$ cat config.mk
export PLATFORM = sky130hd
export DESIGN_NAME = ps2_key_decoder
export DESIGN_NICKNAME = d
export VERILOG_FILES = /design/src/rtl/ps2_pkg.sv /design/src/rtl/ps2_frame_rx.sv /design/src/rtl/ps2_key_decoder.sv
export SDC_FILE = /design/constraint.sdc
export NUM_CORES = 1
export LEC_CHECK = 0
export CAP_MARGIN = 5
export CORE_ASPECT_RATIO = 0.8
export CORE_MARGIN = 1.5
export CORE_UTILIZATION = 58
export CTS_CLUSTER_DIAMETER = 150
export CTS_CLUSTER_SIZE = 10
export DETAILED_ROUTE_END_ITERATION = 10
export PLACE_DENSITY = 0.85
export SYNTH_ARGS = -nofsm -noshare
export SYNTH_HDL_FRONTEND = slang
export SYNTH_SLANG_ARGS = --single-unit
export TNS_END_PERCENT = 5
$ cat constraint.sdc
create_clock -name sysclk -period 2.95 [get_ports sysclk]
set_clock_uncertainty 0.2 [all_clocks]
set_input_delay 0.59 -clock sysclk [delete_from_list [all_inputs] [get_ports sysclk]]
set_output_delay 0.59 -clock sysclk [all_outputs]
set_load 0.005 [all_outputs]
$ cat src/rtl/ps2_pkg.sv
// Shared scan-code constants and frame-state encoding for the PS/2 front end.
// Imported by ps2_frame_rx and ps2_key_decoder.
package ps2_pkg;

    localparam logic [7:0] SC_BREAK = 8'hF0;
    localparam logic [7:0] SC_EXT   = 8'hE0;
    localparam logic [7:0] SC_A     = 8'h1C;
    localparam logic [7:0] SC_W     = 8'h1D;
    localparam logic [7:0] SC_D     = 8'h23;
    localparam logic [7:0] SC_LEFT  = 8'h6B;
    localparam logic [7:0] SC_UP    = 8'h75;
    localparam logic [7:0] SC_RIGHT = 8'h74;

    typedef enum logic [1:0] {
        ST_IDLE,
        ST_DATA,
        ST_PARITY,
        ST_STOP
    } frame_state_t;

endpackage

$ cat src/rtl/ps2_frame_rx.sv
// PS/2 deframer: sync, keyClock glitch filter, fall strobe, frame FSM, timeout.
// Parity enforcement is built in only when PS2_PARITY_CHECK_EN is defined.
module ps2_frame_rx
    import ps2_pkg::*;
#(
    parameter int CLK_HZ     = 50_000_000,
    parameter int FILTER_LEN = 8,
    parameter int TIMEOUT_US = 2000
) (
    input  logic       i_clk,
    input  logic       i_rst,
    input  logic       i_ps2_clk,
    input  logic       i_ps2_data,
    output logic [7:0] o_byte,
    output logic       o_byte_ok,
    output logic       o_err
);

    localparam int TIMEOUT_CYC = (CLK_HZ / 1_000_000) * TIMEOUT_US;
    localparam int TW = (TIMEOUT_CYC > 2) ? $clog2(TIMEOUT_CYC) : 1;
    localparam int FW = $clog2(FILTER_LEN + 1);
    localparam logic [TW-1:0] TMAX = TW'(TIMEOUT_CYC - 1);
    localparam logic [FW-1:0] FMAX = FW'(FILTER_LEN - 1);

    logic [1:0]    r_clk_sync;
    logic [1:0]    r_dat_sync;
    logic          r_filt;
    logic          r_filt_d;
    logic [FW-1:0] r_fcnt;
    logic [TW-1:0] r_tcnt;
    logic [7:0]    r_shift;
    logic [2:0]    r_bitcnt;
    logic          r_parity;
    frame_state_t  r_state;
    frame_state_t  w_state_nxt;

    logic w_clk_s;
    logic w_dat_s;
    logic w_fall;
    logic w_par_ok;
    logic w_timeout;
    logic w_byte_ok;
    logic w_err;

    assign w_clk_s = r_clk_sync[1];
    assign w_dat_s = r_dat_sync[1];
    assign w_fall  = r_filt_d & ~r_filt;

`ifdef PS2_PARITY_CHECK_EN
    assign w_par_ok = ^{r_shift, r_parity};
`else
    // parity bit is still captured, but never rejects a frame here
    assign w_par_ok = ^{r_shift, r_parity} | 1'b1;
`endif

    assign w_timeout = (r_state != ST_IDLE) && (r_tcnt == TMAX);

    always_ff @(posedge i_clk or posedge i_rst) begin
        if (i_rst) begin
            r_clk_sync <= 2'b11;
            r_dat_sync <= 2'b11;
        end else begin
            r_clk_sync <= {r_clk_sync[0], i_ps2_clk};
            r_dat_sync <= {r_dat_sync[0], i_ps2_data};
        end
    end

    always_ff @(posedge i_clk or posedge i_rst) begin
        if (i_rst) begin
            r_filt   <= 1'b1;
            r_filt_d <= 1'b1;
            r_fcnt   <= '0;
        end else begin
            r_filt_d <= r_filt;
            if (w_clk_s == r_filt) begin
                r_fcnt <= '0;
            end else if (r_fcnt == FMAX) begin
                r_filt <= w_clk_s;
                r_fcnt <= '0;
            end else begin
                r_fcnt <= r_fcnt + 1'b1;
            end
        end
    end

    always_ff @(posedge i_clk or posedge i_rst) begin
        if (i_rst) begin
            r_tcnt <= '0;
        end else if (w_fall) begin
            r_tcnt <= '0;
        end else if (r_tcnt != TMAX) begin
            r_tcnt <= r_tcnt + 1'b1;
        end
    end

    always_ff @(posedge i_clk or posedge i_rst) begin
        if (i_rst) begin
            r_state <= ST_IDLE;
        end else begin
            r_state <= w_state_nxt;
        end
    end

    // a fall wins over a coincident timeout
    always_comb begin
        w_state_nxt = r_state;
        w_byte_ok   = 1'b0;
        w_err       = 1'b0;
        if (w_fall) begin
            unique case (r_state)
                ST_IDLE: begin
                    if (!w_dat_s) w_state_nxt = ST_DATA;
                    else          w_err = 1'b1;
                end
                ST_DATA: begin
                    if (r_bitcnt == 3'd7) w_state_nxt = ST_PARITY;
                end
                ST_PARITY: w_state_nxt = ST_STOP;
                ST_STOP: begin
                    w_state_nxt = ST_IDLE;
                    if (w_dat_s && w_par_ok) w_byte_ok = 1'b1;
                    else                     w_err = 1'b1;
                end
            endcase
        end else if (w_timeout) begin
            w_state_nxt = ST_IDLE;
            w_err       = 1'b1;
        end
    end

    always_ff @(posedge i_clk or posedge i_rst) begin
        if (i_rst) begin
            r_shift  <= '0;
            r_bitcnt <= '0;
            r_parity <= 1'b0;
        end else if (w_fall) begin
            if (r_state == ST_IDLE) begin
                r_bitcnt <= '0;
            end else if (r_state == ST_DATA) begin
                r_shift  <= {w_dat_s, r_shift[7:1]};
                r_bitcnt <= r_bitcnt + 3'd1;
            end else if (r_state == ST_PARITY) begin
                r_parity <= w_dat_s;
            end
        end
    end

    assign o_byte    = r_shift;
    assign o_byte_ok = w_byte_ok;
    assign o_err     = w_err;

endmodule

$ cat src/rtl/ps2_key_decoder.sv
// PS/2 keyboard front end: make/break decode into held left/up/right levels.
// Build with PS2_PARITY_CHECK_EN defined to reject frames with bad parity.
module ps2_key_decoder
    import ps2_pkg::*;
#(
    parameter int CLK_HZ     = 50_000_000,
    parameter int FILTER_LEN = 8,
    parameter int TIMEOUT_US = 2000
) (
    input  logic       sysclk,
    input  logic       rst,
    input  logic       keyClock,
    input  logic       keyData,
    output logic [7:0] code,
    output logic       code_valid,
    output logic       left,
    output logic       up,
    output logic       right,
    output logic       frame_err
);

    logic [7:0] w_byte;
    logic       w_byte_ok;
    logic       w_err;
    logic [8:0] w_key;
    logic       w_hit_l;
    logic       w_hit_u;
    logic       w_hit_r;

    logic [7:0] r_code;
    logic       r_valid;
    logic       r_err;
    logic       r_left;
    logic       r_up;
    logic       r_right;
    logic       r_brk;
    logic       r_ext;

    ps2_frame_rx #(
        .CLK_HZ    (CLK_HZ),
        .FILTER_LEN(FILTER_LEN),
        .TIMEOUT_US(TIMEOUT_US)
    ) u_rx (
        .i_clk     (sysclk),
        .i_rst     (rst),
        .i_ps2_clk (keyClock),
        .i_ps2_data(keyData),
        .o_byte    (w_byte),
        .o_byte_ok (w_byte_ok),
        .o_err     (w_err)
    );

    assign w_key   = {r_ext, w_byte};
    assign w_hit_l = (w_key == {1'b0, SC_A}) || (w_key == {1'b1, SC_LEFT});
    assign w_hit_u = (w_key == {1'b0, SC_W}) || (w_key == {1'b1, SC_UP});
    assign w_hit_r = (w_key == {1'b0, SC_D}) || (w_key == {1'b1, SC_RIGHT});

    always_ff @(posedge sysclk or posedge rst) begin
        if (rst) begin
            r_code  <= 8'h00;
            r_valid <= 1'b0;
            r_err   <= 1'b0;
            r_left  <= 1'b0;
            r_up    <= 1'b0;
            r_right <= 1'b0;
            r_brk   <= 1'b0;
            r_ext   <= 1'b0;
        end else begin
            r_valid <= w_byte_ok;
            r_err   <= w_err;
            if (w_byte_ok) begin
                r_code <= w_byte;
                if (w_byte == SC_BREAK) begin
                    r_brk <= 1'b1;
                end else if (w_byte == SC_EXT) begin
                    r_ext <= 1'b1;
                end else begin
                    if (w_hit_l) r_left  <= ~r_brk;
                    if (w_hit_u) r_up    <= ~r_brk;
                    if (w_hit_r) r_right <= ~r_brk;
                    r_brk <= 1'b0;
                    r_ext <= 1'b0;
                end
            end
        end
    end

    assign code       = r_code;
    assign code_valid = r_valid;
    assign frame_err  = r_err;
    assign left       = r_left;
    assign up         = r_up;
    assign right      = r_right;

endmodule

Yosys cells after proc, flatten, opt, wreduce, memory -nomap -nowiden. Index checks and enable logic that the tools add are counted.

Add/sub/neg operators: 3. Equality and inequality tests: 19. Multiplexer cells: 21. Bitwise logic cells: 7. Reduce and logical (&&, ||, !) cells: 18.

Operator list (number): 17-bit 2-to-1 mux (2); 9-bit == test, second input constant (3); 9-bit by 5-bit == test with 1-bit output, second input constant (2); 17-bit by 1-bit adder with 17-bit output, second input constant (1); 17-bit == test, second input constant (1); 17-bit != test, second input constant (1); 8-bit == test, second input constant (2); 4-bit AND reduction (3); 9-bit by 6-bit == test with 1-bit output, second input constant (1); 1-bit 2-to-1 mux (9); 2-bit 2-to-1 mux (4); 4-bit 2-to-1 mux (2); 2-bit one-hot mux with 4 select lines (1); 2-bit AND reduction (4); 2-bit nonzero test (4); 3-bit 2-to-1 mux (2); 3-bit != test, second input constant (2); 1-bit NOT (6); 3-bit AND reduction (2); 4-bit by 1-bit adder with 4-bit output, second input constant (1); 2-bit == test, second input constant (2); 4-bit by 3-bit == test with 1-bit output, second input constant (1); 3-bit by 1-bit adder with 3-bit output, second input constant (1); 3-bit == test, second input constant (1); other kinds (8) (10).

Bits in registers: 55. Bits of input ports: 4. Word-level logic and storage cells: 85.

Longest topological paths before layout.
Depth after elaboration: 4. Depth in mapped cells: 6. Mapped depth without buffers: 6.

Modules after synthesis. From an unflattened synthesis, not the netlist that was laid out.

Cells, all modules: 225. Area total of the unflattened synthesis: 2650.0 um^2.

Modules (own cells, without submodules): ps2_frame_rx (times used 1, cells each 168, area an instance 1963.1 um^2, seq. area each 1008.5 um^2); ps2_key_decoder (times used 1, cells each 57, area an instance 686.9 um^2, seq. area each 375.4 um^2).

Worst setup path after synthesis. Ideal clock, no wire load.

Path kind: reg2reg. Start: register u_rx.r_tcnt[0]. End: register u_rx.r_state[1]. Library setup time: 0.126 ns. Arrival: 1.868 ns. Data required time: 2.624 ns. Slack: 0.756 ns. Cell stages (with the launch flop): 7. Buffers on the path: 1. Cells stage by stage: dfrtp_1 -> ha_1 -> or4b_4 -> nor4_4 -> nand2b_1 -> buf_6 -> a221o_1.

Cells in the longest elaborated chain, start to end: 4.

Ends and longest elaborated chain: start, declared (line ps2_frame_rx.sv:30) `logic [TW-1:0] r_tcnt;`; start signal, assigned (line ps2_frame_rx.sv:92) `r_tcnt <= r_tcnt + 1'b1;`; 17-bit == test (line ps2_frame_rx.sv:56) `assign w_timeout = (r_state != ST_IDLE) && (r_tcnt == TMAX);`; 1-bit logical AND (line ps2_frame_rx.sv:56); 2-bit nonzero test (no line); 3-bit AND reduction (no line); end signal, assigned (line ps2_frame_rx.sv:100) `r_state <= w_state_nxt;`; end, declared (line ps2_frame_rx.sv:34) `frame_state_t r_state;`.

Every way passes these cells. A chain may end at the register's enable or synchronous reset.

Worst setup path after layout. Same ends and word-level chain as after synthesis.

==> metrics.md <==
| Metric | Value |
|---|---|
| Status | `finished, final reports clean` |
| Post-route antenna net violation count | `0` |
| R2r endpoint | `u_rx.r_state[1]` |
| CTS tree | `done` |
| First-pass GRT wire length | `8450 um` |
| Synth unique cells | `43` |
| Worst setup path start | `u_rx.r_tcnt[0]` |
| Clk root buf | `clkbuf_8` |
| Post-CTS Setup Bufs | `0` |
| RePlAce Congestion | `0.820` |
| Max H-tree Level | `2` |
| Core Util, Final | `68.9%` |
| Worst VDD drop | `347 uV` |
| CP arrival | `2.44 ns` |
| # DRC | `0` |
| PD cells | `715 nW/um^2` |
| Fin. Hold Viols | `0` |
| CTS Sinks | `55` |
| Drt first pass iters | `4` |
| Filler Cell Count | `320` |
| Yosys reg bits | `55` |
| Syn_nets | `260` |
| Worst min path class | `register to register` |
| CTS clock-pin slew for the worst setup and hold paths | `0.09 ns` |
| Critical R2R Launch | `u_rx.r_tcnt[0]` |
| Post-synth ARST share | `100%` |
| CTS Hold Buffers Added | `0` |
| Unrepaired setup endpoints after global routing | `false` |
| Top-count cell post-synth | `dfrtp_1` |
| CTS Buffer Depth | `2` |
| Vias per inst | `5.56` |
| Synth top area cells | `dfrtp_1, dfstp_2, nand2_1` |
| Gr usage total | `22.4%` |
| # nets final | `280` |
| Critical Path Start Type | `register` |
| Setup violators final | `0` |
| WS Path Type | `register to register` |
| Initial Util | `61.1%` |
| WHS | `0.159 ns` |
| Vias in the first global route | `1797` |
| Relative slew slack | `58.5%` |
| Crit path max fanout | `8` |
| Synth Warn # | `0` |
| IO Pins | `17` |
| Area grow syn2layout | `12.7%` |
| Die extent in x | `77.6 um` |
| Largest net degree at the start of global routing | `56` |
| Initial DRC count | `171` |
| Fmax achieved | `411 MHz` |
| IO buf count | `16` |
| DR WL/cell | `14.2 um` |
| Total inserted antenna cells | `0` |
| Count of flip-flops with a built-in enable after synthesis | `0` |
| CTS Buf Count | `5` |
| Leakage | `1.34 nW` |
| Mapped cell area | `2580 sq um` |
| Final period utilization | `82.4%` |
| Detailed placement HPWL | `3160 um` |
| CP endpoint | `u_rx.r_state[1]` |
| Avg Cell Area, Syn | `10.5 sq um` |
| Post-CTS sizing | `0` |
| Crit. End Element | `register` |
| Critical path data required time | `2.95 ns` |
| Cell Rows | `21` |
| Reg2reg setup slack | `0.52 ns` |
| Initial antenna violation count | `0` |
| Synth cell count leaders | `dfrtp_1, nand2_1, nor2_1, inv_1` |
| Register area share after synthesis | `53.5%` |
| Yosys top cell by area | `dfrtp_1` |
| Post-synth top flop | `dfrtp_1` |
| Slew Viols, Final | `0` |
| Fraction of layout cells with a size suffix above 1 | `11.2%` |
| Vias | `1808` |
| GRT overflow | `0` |
| Worst-Skew Late Latency | `0.32 ns` |
| Top-area cell type share of the netlist area | `47.4%` |
| # Max-Cap Violations | `0` |
| Worst Tran Pin Value | `0.616 ns` |
| Setup TNS Final | `0 ns` |
| DIE HEIGHT | `62.7 um` |
| Core area | `4230 sq um` |
| FF-to-FF path depth | `5` |
| Mapped Cells | `247` |
| Fin crit period | `2.43 ns` |
| Die footprint | `4870 sq um` |
| Total routed wirelength | `4600 um` |
per-layer routing:
metal | routed length [um] | GRT usage [%]
met5 | 0 | 0
met4 | 67 | 7.27
met3 | 209 | 7.30
met2 | 2010 | 32.0
met1 | 2320 | 32.4
cell type report:
type / instances / area, sq um / area share [%]
Sequential cell: 55 / 1380 / 47.5
Multi-Input combinational cell: 174 / 1130 / 38.7
Timing Repair Buffer: 19 / 195 / 6.70
Clock buffer: 7 / 86.3 / 2.96
Tap cell: 57 / 71.3 / 2.45
Inverter: 12 / 45.0 / 1.55
Clock inverter: 1 / 5.00 / 0.172
per-stage QoR:
step / total power, mW / setup slack, ns / instances / instance area (sq um)
final: 2.08 / 0.519 / 325 / 2910
after global routing: 2.24 / 0.370 / 325 / 2910
after global placement: 1.63 / 0.618 / 317 / 2820
after CTS: 2.09 / 0.524 / 325 / 2910
after detailed placement: 1.67 / 0.528 / 317 / 2820
after floorplan: 1.50 / 0.756 / 247 / 2580
cell usage in the layout, fill, tap and decap left out, types with 2 or more instances in the layout:
cell type / netlist / layout
nand2_1: 41 / 41
dfrtp_1: 49 / 49
dfstp_2: 6 / 6
nand2b_1: 4 / 4
a31o_1: 2 / 2
ha_1: 9 / 9
nand3_1: 8 / 8
a41o_1: 3 / 3
buf_4: 0 / 2
nor2_1: 18 / 18
mux2i_1: 5 / 5
nand4_1: 3 / 3
o21ai_0: 9 / 9
clkdlybuf4s50_1: 0 / 16
and3_1: 3 / 3
nor2b_1: 5 / 5
a221o_1: 2 / 2
a31oi_1: 6 / 6
xnor2_1: 8 / 8
mux2_2: 9 / 9
nor3_1: 7 / 7
clkbuf_8: 0 / 6
o31ai_1: 2 / 2
o21a_1: 2 / 2
a21oi_1: 9 / 9
a22o_1: 2 / 2
inv_1: 11 / 10
nor4_1: 3 / 3
registers in the layout (all words and copies together), names as in the netlist:
name	count
u_rx.r_tcnt	17
code	8
u_rx.o_byte	8
u_rx.r_fcnt	4
u_rx.r_bitcnt	3
u_rx.r_clk_sync	2
u_rx.r_dat_sync	2
u_rx.r_state	2
code_valid	1
frame_err	1
left	1
r_brk	1
r_ext	1
right	1
u_rx.r_filt	1
u_rx.r_filt_d	1
up	1
worst max-delay path, cell delays in order, from the launching register on:
cell and delay, ns:
dfrtp_1 0.42, ha_1 0.26, or4b_4 0.50, nor4_4 0.29
nand2b_1 0.26, a221o_1 0.38
report_power, final:
| group | internal, mW | total (mW) | switching, mW |
|---|---|---|---|
| Sequential | 0.905 | 1.06 | 0.150 |
| Clock | 0.190 | 0.427 | 0.237 |
| Combinational | 0.272 | 0.601 | 0.329 |
| Total | 1.37 | 2.08 | 0.716 |
cell families (layout without fill, tap and decap cells):
group	after synthesis	count (layout)	share of synthesized area [%]
fa+ha+maj	9	9	4.36
simple gates	104	104	20.7
xor+xnor	8	8	2.71
flops	55	55	53.5
compound gates	39	39	9.97
mux	14	14	5.86
buf+inv	18	39	2.90
worst min path at each step:
stage,slack [ns],from,endpoint,depth (start not counted)
2_1_floorplan,0.15,u_rx.r_clk_sync[0],u_rx.r_clk_sync[1],0
3_3_place_gp,0.15,u_rx.r_clk_sync[0],u_rx.r_clk_sync[1],0
3_5_place_dp,0.15,u_rx.r_clk_sync[0],u_rx.r_clk_sync[1],0
4_1_cts,0.16,u_rx.r_clk_sync[0],u_rx.r_clk_sync[1],0
5_1_grt,0.16,u_rx.r_clk_sync[0],u_rx.r_clk_sync[1],0
6_report,0.16,u_rx.r_clk_sync[0],u_rx.r_clk_sync[1],0
(Power assumes the default switching activity.)
